## config.mk

```make
export PLATFORM = sky130hd
export DESIGN_NAME = spi_byte_shifter
export DESIGN_NICKNAME = d
export VERILOG_FILES = /design/src/rtl/spi_pkg.sv /design/src/rtl/spi_byte_shifter.sv
export SDC_FILE = /design/constraint.sdc
export NUM_CORES = 1
export LEC_CHECK = 0
export BUFFER_PORTS_ARGS = -buffer_cell sky130_fd_sc_hd__buf_2
export CORE_UTILIZATION = 59
export DETAILED_ROUTE_END_ITERATION = 8
export PLACE_DENSITY = 0.89
export RECOVER_POWER = 25
export SLEW_MARGIN = 20
export SYNTH_ARGS = -nofsm -noshare
export SYNTH_HDL_FRONTEND = slang
export SYNTH_SLANG_ARGS = --single-unit
```

## constraint.sdc

```tcl
create_clock -name clk_in -period 4 [get_ports clk_in]
set_input_delay 0.8 -clock clk_in [delete_from_list [all_inputs] [get_ports clk_in]]
set_output_delay 0.8 -clock clk_in [all_outputs]
set_load 0.05 [all_outputs]
```

## src/rtl/spi_pkg.sv

```systemverilog
// Shared constants for the SPI flash path: FSM encoding, default word width
// and SPI mode settings used by both this shifter and the command sequencer.
package spi_pkg;

    typedef logic [1:0] spi_state_t;

    localparam spi_state_t IDLE  = 2'd0;
    localparam spi_state_t LEAD  = 2'd1;
    localparam spi_state_t SHIFT = 2'd2;
    localparam spi_state_t TRAIL = 2'd3;

    localparam int DATA_W_DEF = 8;

    // Mode 0: SCK idles low, data sampled on the rising edge.
    localparam logic SPI_CPOL = 1'b0;
    localparam logic SPI_CPHA = 1'b0;

endpackage

```

## src/rtl/spi_byte_shifter.sv

```systemverilog
// SPI mode-0 master shift engine driven by the divider's half-period strobe.
// Define SPI_LSB_FIRST_EN to shift bit 0 first in both directions.
module spi_byte_shifter
    import spi_pkg::*;
#(
    parameter int DATA_W = DATA_W_DEF
) (
    input  logic              clk_in,
    input  logic              rst,
    input  logic              sck_tick,
    input  logic              start,
    input  logic [DATA_W-1:0] tx_data,
    output logic              busy,
    output logic              done,
    output logic [DATA_W-1:0] rx_data,
    output logic              spi_sck,
    output logic              spi_cs_n,
    output logic              spi_mosi,
    input  logic              spi_miso
);

    localparam int              CNT_W    = $clog2(DATA_W);
    localparam logic [CNT_W-1:0] LAST_BIT = CNT_W'(DATA_W - 1);

    spi_state_t        state, state_nxt;
    logic              sck_q, sck_nxt;
    logic              cs_n_q, cs_n_nxt;
    logic              mosi_q, mosi_nxt;
    logic              busy_q, busy_nxt;
    logic              done_q, done_nxt;
    logic [DATA_W-1:0] rx_data_q, rx_data_nxt;
    logic [DATA_W-1:0] tx_shift_q, tx_shift_nxt;
    logic [DATA_W-1:0] rx_shift_q, rx_shift_nxt;
    logic [CNT_W-1:0]  bit_cnt_q, bit_cnt_nxt;

    // tx_shift holds only the bits not yet presented on MOSI.
    logic              tx_first;
    logic [DATA_W-1:0] tx_load;
    logic              tx_next;
    logic [DATA_W-1:0] tx_shifted;
    logic [DATA_W-1:0] rx_shifted;

`ifdef SPI_LSB_FIRST_EN
    assign tx_first   = tx_data[0];
    assign tx_load    = {1'b0, tx_data[DATA_W-1:1]};
    assign tx_next    = tx_shift_q[0];
    assign tx_shifted = {1'b0, tx_shift_q[DATA_W-1:1]};
    assign rx_shifted = {spi_miso, rx_shift_q[DATA_W-1:1]};
`else
    assign tx_first   = tx_data[DATA_W-1];
    assign tx_load    = {tx_data[DATA_W-2:0], 1'b0};
    assign tx_next    = tx_shift_q[DATA_W-1];
    assign tx_shifted = {tx_shift_q[DATA_W-2:0], 1'b0};
    assign rx_shifted = {rx_shift_q[DATA_W-2:0], spi_miso};
`endif

    always_ff @(posedge clk_in) begin
        if (rst) begin
            state <= IDLE;
        end else begin
            state <= state_nxt;
        end
    end

    always_comb begin
        // NOTE: assign a default before the case so no path leaves the
        // signal unassigned, which would infer a latch.
        state_nxt = state;
        case (state)
            IDLE:    if (start && !busy_q) state_nxt = LEAD;
            LEAD:    if (sck_tick) state_nxt = SHIFT;
            SHIFT:   if (sck_tick && sck_q && bit_cnt_q == LAST_BIT) state_nxt = TRAIL;
            TRAIL:   if (sck_tick) state_nxt = IDLE;
            default: state_nxt = IDLE;
        endcase
    end

    always_comb begin
        sck_nxt      = sck_q;
        cs_n_nxt     = cs_n_q;
        mosi_nxt     = mosi_q;
        busy_nxt     = busy_q;
        done_nxt     = 1'b0;
        rx_data_nxt  = rx_data_q;
        tx_shift_nxt = tx_shift_q;
        rx_shift_nxt = rx_shift_q;
        bit_cnt_nxt  = bit_cnt_q;
        case (state)
            IDLE: begin
                if (start && !busy_q) begin
                    tx_shift_nxt = tx_load;
                    cs_n_nxt     = 1'b0;
                    mosi_nxt     = tx_first;
                    busy_nxt     = 1'b1;
                    bit_cnt_nxt  = '0;
                end
            end
            SHIFT: begin
                if (sck_tick) begin
                    sck_nxt = ~sck_q;
                    if (!sck_q) begin
                        rx_shift_nxt = rx_shifted;
                    end else if (bit_cnt_q != LAST_BIT) begin
                        bit_cnt_nxt  = bit_cnt_q + 1'b1;
                        mosi_nxt     = tx_next;
                        tx_shift_nxt = tx_shifted;
                    end
                end
            end
            TRAIL: begin
                if (sck_tick) begin
                    cs_n_nxt    = 1'b1;
                    rx_data_nxt = rx_shift_q;
                    done_nxt    = 1'b1;
                    busy_nxt    = 1'b0;
                    mosi_nxt    = 1'b0;
                end
            end
            default: ;
        endcase
    end

    // NOTE: sequential state uses non-blocking assignments so every register
    // samples pre-edge values regardless of statement order.
    always_ff @(posedge clk_in) begin
        if (rst) begin
            sck_q      <= SPI_CPOL;
            cs_n_q     <= 1'b1;
            mosi_q     <= 1'b0;
            busy_q     <= 1'b0;
            done_q     <= 1'b0;
            rx_data_q  <= '0;
            tx_shift_q <= '0;
            rx_shift_q <= '0;
            bit_cnt_q  <= '0;
        end else begin
            sck_q      <= sck_nxt;
            cs_n_q     <= cs_n_nxt;
            mosi_q     <= mosi_nxt;
            busy_q     <= busy_nxt;
            done_q     <= done_nxt;
            rx_data_q  <= rx_data_nxt;
            tx_shift_q <= tx_shift_nxt;
            rx_shift_q <= rx_shift_nxt;
            bit_cnt_q  <= bit_cnt_nxt;
        end
    end

    assign spi_sck  = sck_q;
    assign spi_cs_n = cs_n_q;
    assign spi_mosi = mosi_q;
    assign busy     = busy_q;
    assign done     = done_q;
    assign rx_data  = rx_data_q;

endmodule

```

* Word-level counts from Yosys, hierarchy flattened *
Index checks and enable logic that the tools add are counted.

word-level totals
  bits in registers = 34
  input port bits = 13
  word-level logic and storage cells = 68

cells by class
  $add $sub $neg = 1
  equal/unequal tests = 12
  muxes and demuxes = 27
  bitwise logic cells = 2
  reduce and logical (&&, ||, !) cells = 16

operators with widths
  operator                                              count
  two-way mux 8 bit                                     4
  case mux 8 bit (2 select lines)                       1
  inequality test 2 bit (second input constant)         7
  two-way mux 3 bit                                     4
  two-way mux 1 bit                                     9
  two-way mux 2 bit                                     4
  case mux 2 bit (4 select lines)                       1
  case mux 3 bit (2 select lines)                       1
  AND reduction 3 bit                                   2
  AND reduction 6 bit                                   1
  AND reduction 5 bit                                   1
  equality test 2 bit (second input constant)           2
  case mux 1 bit (2 select lines)                       2
  AND reduction 2 bit                                   2
  AND reduction 4 bit                                   1
  nonzero test 2 bit                                    2
  adder 3 x 1 -> 3 bit (second input constant)          1
  equality test 3 bit (second input constant)           1
  logical AND 1 bit                                     3
  inequality test 3 bit (second input constant)         1
  case mux 1 bit (3 select lines)                       1
  nonzero test 3 bit                                    1
  equality test 2 x 1 -> 1 bit (second input constant)  1
  logical NOT 2 bit                                     1
  3 further kinds                                       4

* Logic depth before layout (Yosys ltp) *
Gate-level depths: netlist (run 1).

  depth in word-level cells = 5
  mapped depth = 7

* Worst setup path after synthesis (run 1) *
OpenSTA, ideal clock, no wires.

  path kind = input to register
  from = in sck_tick
  to = reg tx_shift_q[6]
  setup time = 0.121 ns
  arrival = 1.912 ns
  required time = 3.879 ns
  setup slack = 1.967 ns
  cell stages on the path = 4
  path buffers = 1
  path through = buf_2 > a21boi_2 > a2111oi_4 > mux2_4

between the ends
  word-level cells in the longest chain between the ends = 2

RTL lines
  item                             RTL line                 text
  from (decl)                      spi_byte_shifter.sv:10   input logic sck_tick,
  inequality test 2 bit (no line)  n/a
  AND reduction 5 bit (no line)    n/a
  to (signal assigned)             spi_byte_shifter.sv:143  tx_shift_q <= tx_shift_nxt;
  to (decl)                        spi_byte_shifter.sv:32   logic [DATA_W-1:0] tx_shift_q, tx_shift_nxt;

No other way between the ends.
A chain may end at the register's enable or synchronous reset.

* Worst setup path after layout (run 1) *
  from = reg state[0]
  to = reg tx_shift_q[6]

between the ends
  word-level cells in the longest chain between the ends = 3

RTL lines
  item                                                                   RTL line                text
  from (decl)                                                            spi_byte_shifter.sv:25  spi_state_t state, state_nxt;
  from (signal assigned)                                                 spi_byte_shifter.sv:61  state <= state_nxt;
  equality test 2 bit or logical NOT 2 bit (tied branches)               spi_byte_shifter.sv:88  case (state)
  inequality test 2 bit (no line) or nonzero test 2 bit (tied branches)  n/a
  AND reduction 5 bit (no line)                                          n/a

Several ways; a longest one is shown, not always the timed one.

==> run metrics, run 1 <==
All-Layer GR Usage=22.7%; max_slew headroom=50.3%; clk root buf=clkbuf_4; Leak=0.837 nW; global routing usage on met1=a little over a quarter; mapped cell area=approximately 1600 µm²; Post-CTS Setup Inserts=0; Data required, critical path=roughly 4.2 ns; number of synthesized register bits=33; row count=18; Critical Path, Cell by Cell=inv_1 -> ha_1 -> nor2_1 -> a2111oi_4 -> mux2_4; CTS tree=built; Least-Margin Pin Slew=0.745 ns; Ant. Diodes=0; Synth Warn #=0; Power Total=1.27 mW; Synth Instances=168; worst endpoint data arrival time=approximately 2.6 ns; clk sinks=33; Final Max Tran Viols=0; most frequent cells in the layout=dfxtp_1, buf_2, mux2i_1, nor2_1, nand2_1; number of global-route vias before repair=1052; sequential area share after synthesis=40.2%; status=finished clean; Detailed Place HPWL=a little over 2000 µm; Initial Util=64.7%; Worst Path Max Fanout=20; post-route ant nets=0; worst vdd ir=between 0.6 and 0.7 mV; Final Critical Period=2.33 ns; TNS Setup=0 ns; CP Launch Type=flop; ys async rst share=0%; DRT iter0 DRCs=21; # IOs=26; initial antenna violation count=0; area of the multi-input gates=905 µm²; Hold Vio Cnt, Final=0; CTS Buffer Depth=2; Synth Flop Type=dfxtp_1; GR Layer Usage met3=10.3%; Die W=54.8 µm; RSZ-0062 raised after global routing=false; top cell type by total area after synthesis=dfxtp_1; delay of the slowest critical-path stage=0.65 ns; I/O Buffers=25; global placement routability congestion=0.846; die area=3000 µm²; Worst Hold Class=flop to flop; Core Area=2540 µm²; vias post-DR=1219; CP Class=flop to flop; layout cells sized above 1=27.1%; post-cts gate resize count=0; largest cells by area after synthesis=dfxtp_1, mux2i_1, mux2_4; Fillers=197; most common cell after layout, fill and taps aside=dfxtp_1; routed vias/inst=5.59; ratio of final minimum period to clock period=58.4%; drt wl/cell=13.4 µm; Pre-antenna DRT Iters=4; Worst Skew=0.00712 ns; final setup fails=0; slowest cell on the critical path=ha_1; Chip Height=between 50 and 60 µm; Cell variety after synth=32; syn_area_per_cell=9.79 µm²; total of max-cap violations=0; EDFF count, synth=0; drt drc=0; layer with the highest usage=met2; Hold Buf Count CTS=0; critical path endpoint category=flop; Post-Route WL=roughly 2900 µm; CTS Buf Count=5; met2 Usage GRT=about 35%; Reg clk slew, reported paths=0.10 ns; largest net degree at the start of global routing=47; GRT overflow=0; Max Clock Freq=428 MHz; register area=661 µm²; first-pass GRT wire length=~4700 µm; Clock Latency Late Sink=0.34 ns; Area Growth Syn to Fin=12.2%; CP top delay family=adder cells; worst path buffer plus inverter count=1; top cell type's share of synthesized area=40.2%; PwrDens=688 nW/µm²; H-tree depth=2; Final #Nets=about 210; synthesized net count=188
-- metrics by stage --
step                      hold WS [ns]  cell area [µm²]  setup WS [ns]  util, %  std cells
after floorplan                  0.443             1650           1.97        -        168
after global placement           0.439             1740           1.77     68.5        210
after detailed placement         0.444             1740           1.66     68.5        210
after CTS                        0.459             1850           1.65     72.5        218
after global routing             0.472             1850           1.51     72.5        218
final                            0.459             1850           1.67     72.5        218
-- routing by layer --
layer / routed length [µm] / vias to the layer above
li1: - / 612
met1: 1260 / 561
met2: 1420 / 42
met3: 197 / 4
met4: 34 / 0
met5: 0 / -
-- cells in the mapped netlist (2+ instances only) --
cell       n
dfxtp_1   33
mux2i_1   19
nor2_1    18
nand2_1   13
a21oi_1   10
nor2b_1    9
nand3_1    8
ha_1       7
mux2_4     6
nand2b_1   6
clkbuf_1   5
buf_2      4
inv_1      4
nand3b_1   3
or3b_2     3
buf_1      2
mux2_2     2
o31a_1     2
-- worst paths after layout --
| kind | start | end | slack (ns) | depth (start not counted) |
|---|---|---|---|---|
| min reg2reg | rx_data[1] | rx_data[1] | 0.46 | 2 |
| max reg2reg | state[0] | tx_shift_q[6] | 1.67 | 5 |
| min | rx_data[1] | rx_data[1] | 0.46 | 2 |
| max | state[0] | tx_shift_q[6] | 1.67 | 5 |
-- flip-flops by register name, indices dropped and copies added (netlist names) --
name / flops
spi_cs_n: 1
rx_shift_q: 8
spi_sck: 1
bit_cnt_q: 3
tx_shift_q: 7
busy: 1
done: 1
spi_mosi: 1
rx_data: 8
state: 2
-- kinds of logic after synthesis --
logic type | after synthesis | share of synthesized area (%)
simple gates | 64 | 20.3
fa+ha+maj | 7 | 5.32
flops | 33 | 40.2
buf+inv | 17 | 4.87
compound gates | 20 | 11.0
mux | 27 | 18.4
-- where the power goes --
part | switching [mW] | internal, mW | total [mW]
combinational | 0.275 | 0.261 | 0.536
clock | 0.114 | 0.193 | 0.307
sequential | 0.0361 | 0.390 | 0.426
total | 0.425 | 0.844 | 1.27
-- worst min-delay path, stage by stage (launching register included) --
cell and delay (ns):
dfxtp_1 0.32, nand2_1 0.05, a21oi_1 0.05
-- final cells by class --
cell class	count	share of cell area, %
clock buffers	5	2.03
well taps	30	2.03
multi-input cells	118	49.0
inverters	4	0.814
flip-flops and latches	33	35.8
clock inverters	3	3.53
repair buffers	25	6.78
Note: power is estimated with default switching activity, not from simulation.
==> run 2, diff against run 1 <==
--- a/config.mk
+++ b/config.mk
@@ -5,10 +5,11 @@
 export SDC_FILE = /design/constraint.sdc
 export NUM_CORES = 1
 export LEC_CHECK = 0
+export ABC_AREA = 1
 export BUFFER_PORTS_ARGS = -buffer_cell sky130_fd_sc_hd__buf_2
-export CORE_UTILIZATION = 59
+export CORE_UTILIZATION = 49
 export DETAILED_ROUTE_END_ITERATION = 8
-export PLACE_DENSITY = 0.89
+export PLACE_DENSITY = 0.8
 export RECOVER_POWER = 25
 export SLEW_MARGIN = 20
 export SYNTH_ARGS = -nofsm -noshare
==> constraint.sdc (replaced) <==
create_clock -name clk_in -period 1.9 [get_ports clk_in]
set_input_delay 0.38 -clock clk_in [delete_from_list [all_inputs] [get_ports clk_in]]
set_output_delay 0.38 -clock clk_in [all_outputs]
set_load 0.05 [all_outputs]
==> run 2 against run 1 <==
Compared with the run above: synthesized cell count rose by 31%; clock skew rose by 0.0084 ns; largest cell class unchanged; final area fell by 5.7%; critical path type unchanged; sequential cell count did not move; core utilization fell by 15 points; first-iteration DRC count rose to 3.7 times the previous value; hold slack got worse by 0.23 ns; combinational power rose by 110%; highest routed layer unchanged.
==> run metrics, run 2 <==
total of max-cap violations=0 (unchanged); largest family of logic cells by synthesized area=simple AND/OR/NAND/NOR gates; Synth Warn #=0 (unchanged); first-pass GRT wire length=4970 µm (+6.8%); H-tree depth=2 (unchanged); Final #Nets=267 (+29%); largest net degree at the start of global routing=18 (-62%); All-Layer GR Usage=19.4% (-3.3 points); Clock Latency Late Sink=0.34 ns (about the same); largest cells by area after synthesis=dfxtp_1, nor2_1, nand2_1; status=finished clean; Area Growth Syn to Fin=12.4%; row count=20 (+2); Critical Path, Cell by Cell=inv_1 -> ha_2 -> nor2_1 -> nor2_4 -> nand3_4 -> inv_1 -> nor2_1 -> nor2_1; slowest cell on the critical path=dfxtp_1; most frequent cells in the layout=nor2_1, nand2_1, dfxtp_1, o21ai_0, inv_1; CTS tree=built; worst reg2reg setup slack=0.32 ns (-1.35 ns); ratio of final minimum period to clock period=83.3% (+25 points); initial antenna violation count=0 (unchanged); Final Max Tran Viols=0 (unchanged); sequential area share after synthesis=42.7% (+2.5 points); drt drc=0 (unchanged); Final Critical Period=1.58 ns (-0.751 ns); Die W=58.2 µm (+6.2%); Max Clock Freq=632 MHz (+47%); Reg clk slew, reported paths=0.12 ns (+0.02 ns); ys async rst share=0% (unchanged); area of the multi-input gates=769 µm² (-15%); critical path endpoint category=flop; Post-CTS Setup Inserts=0 (unchanged); Pre-antenna DRT Iters=4 (unchanged); worst vdd ir=0.726 mV (+16%); mux cell area share after synthesis=0% (-18 points); Least-Margin Pin Slew=0.596 ns (-0.149 ns); I/O Buffers=25 (unchanged); DRT iter0 DRCs=77 (+270%); Post-synth top cells=nor2_1, nand2_1, dfxtp_1; die area=3390 µm² (+13%); Post-Route WL=2750 µm (-5.7%); routed vias/inst=4.69 (-16%); Synth Flop Type=dfxtp_1; EDFF count, synth=0 (unchanged); Leak=0.869 nW (+3.8%); clk root buf=clkbuf_4; r2r worst-path depth=8 (+3); Core Area=3030 µm² (+19%); FF-to-FF End=bit_cnt_q[2]; CTS Buf Count=5 (unchanged); max_slew headroom=60.4% (+10 points); register area=661 µm² (unchanged); final setup fails=0 (unchanged); RSZ-0062 raised after global routing=false; number of synthesized register bits=33 (unchanged); clk sinks=33 (unchanged); Synth Area in Compound Gates=8.41% (-2.5 points); Synth Instances=220 (+31%); mapped cell area=1550 µm² (-5.9%); Initial Util=51.1% (-14 points); Data required, critical path=2.18 ns (-2.06 ns); simple-gate share of the synthesized area=35.5% (+15 points); CP endpoint=bit_cnt_q[2]; top cell type by total area after synthesis=dfxtp_1; # IOs=26 (unchanged); Worst Skew=0.0155 ns (+0.00841 ns); area share of fa/ha/maj cells after synthesis=5.66% (+0.34 points); Chip Height=58.2 µm (+6.2%); drt wl/cell=9.42 µm (-30%); synthesized net count=240 (+28%); TNS Setup=0 ns (unchanged); Hold Vio Cnt, Final=0 (unchanged); most common cell after layout, fill and taps aside=nor2_1; syn_area_per_cell=7.04 µm² (-28%); top-count cell post-synth=nor2_1; CTS Buffer Depth=2 (unchanged); number of global-route vias before repair=1195 (+14%); post-route ant nets=0 (unchanged); worst endpoint data arrival time=1.86 ns (-0.71 ns); GRT overflow=0 (unchanged); CP Class=flop to flop; PwrDens=1430 nW/µm² (+110%); crit path launch=state[0]; vias post-DR=1369 (+12%); Worst Hold Class=primary input to flop; top cell type's share of synthesized area=42.7% (+2.5 points); delay of the slowest critical-path stage=0.35 ns (-0.30 ns); final design utilization=57.5% (-15 points); Fillers=303 (+54%); Worst Path Max Fanout=15 (-25%); global placement routability congestion=0.799 (-5.6%); Detailed Place HPWL=1980 µm (-3.2%); Cell variety after synth=19 (-41%); layout cells sized above 1=14.9% (-12 points); CP Launch Type=flop; post-synthesis xor/xnor area fraction=0% (unchanged); Ant. Diodes=0 (unchanged); Crit path top cell by count=nor2_1; FF-to-FF Start=state[0]
-- run 2: logic make-up after synthesis --
logic type                 Yosys count
AOI/OAI and AO/OA                   26
adders and majority gates            7
buffers and inverters               26
DFF                                 33
and+or+nand+nor                    128
-- run 2: metal layers --
metal	wire [µm]	vias up	share of wire [%]	GRT usage, %
li1	-	741	-	-
met1	1340	602	49	23.7
met2	1250	20	45	31.2
met3	105	6	3.8	6.70
met4	51	0	1.9	8.16
met5	0	-	0	0
-- run 2: worst max-delay path: cells and delay by family, from the launching register on --
family                     cells  cell delay [ns]
adders and majority gates      1             0.32
and+or+nand+nor                5             0.62
DFF                            1             0.35
buffers and inverters          2             0.24
-- run 2: area by class of cell --
cell class / count / share of cell area (%)
flip-flops and latches: 33 / 38.0
clock inverters: 3 / 1.29
clock buffers: 5 / 2.16
inverters: 20 / 4.31
well taps: 44 / 3.16
multi-input cells: 161 / 44.2
repair buffers: 26 / 6.90
-- run 2: power by group --
part,total [mW],switching [mW],internal (mW),leakage (nW)
combinational,1.13,0.766,0.362,0.575
sequential,0.956,0.0921,0.864,0.270
clock,0.402,0.259,0.143,0.0234
-- run 2: how the worst min path moves through the flow --
stage	startpoint	end	slack, ns	cells after the start
3_3_place_gp	rx_data[6]	rx_data[6]	0.46	2
6_report	rst	busy	0.23	2
4_1_cts	rst	busy	0.22	2
5_1_grt	rst	spi_sck	0.21	2
2_1_floorplan	tx_shift_q[1]	tx_shift_q[1]	0.44	2
3_5_place_dp	tx_shift_q[1]	tx_shift_q[1]	0.46	2
-- run 2: metrics by stage --
| stage | cell area [µm²] | hold WS (ns) | setup slack, ns | std cells | total power, mW |
|---|---|---|---|---|---|
| global placement | 1690 | 0.460 | 0.279 | 284 | 2.09 |
| finish | 1740 | 0.232 | 0.317 | 292 | 2.49 |
| floorplan | 1550 | 0.440 | 0.420 | 220 | 1.95 |
| global route | 1740 | 0.212 | 0.113 | 292 | 2.75 |
| detailed placement | 1690 | 0.464 | 0.194 | 284 | 2.11 |
| CTS | 1750 | 0.218 | 0.158 | 292 | 2.52 |
-- run 2: what timing repair did --
item                       4_1_cts  5_1_grt
setup endpoints to repair        0        3
gates resized for setup          0        1
hold buffers                     0        0
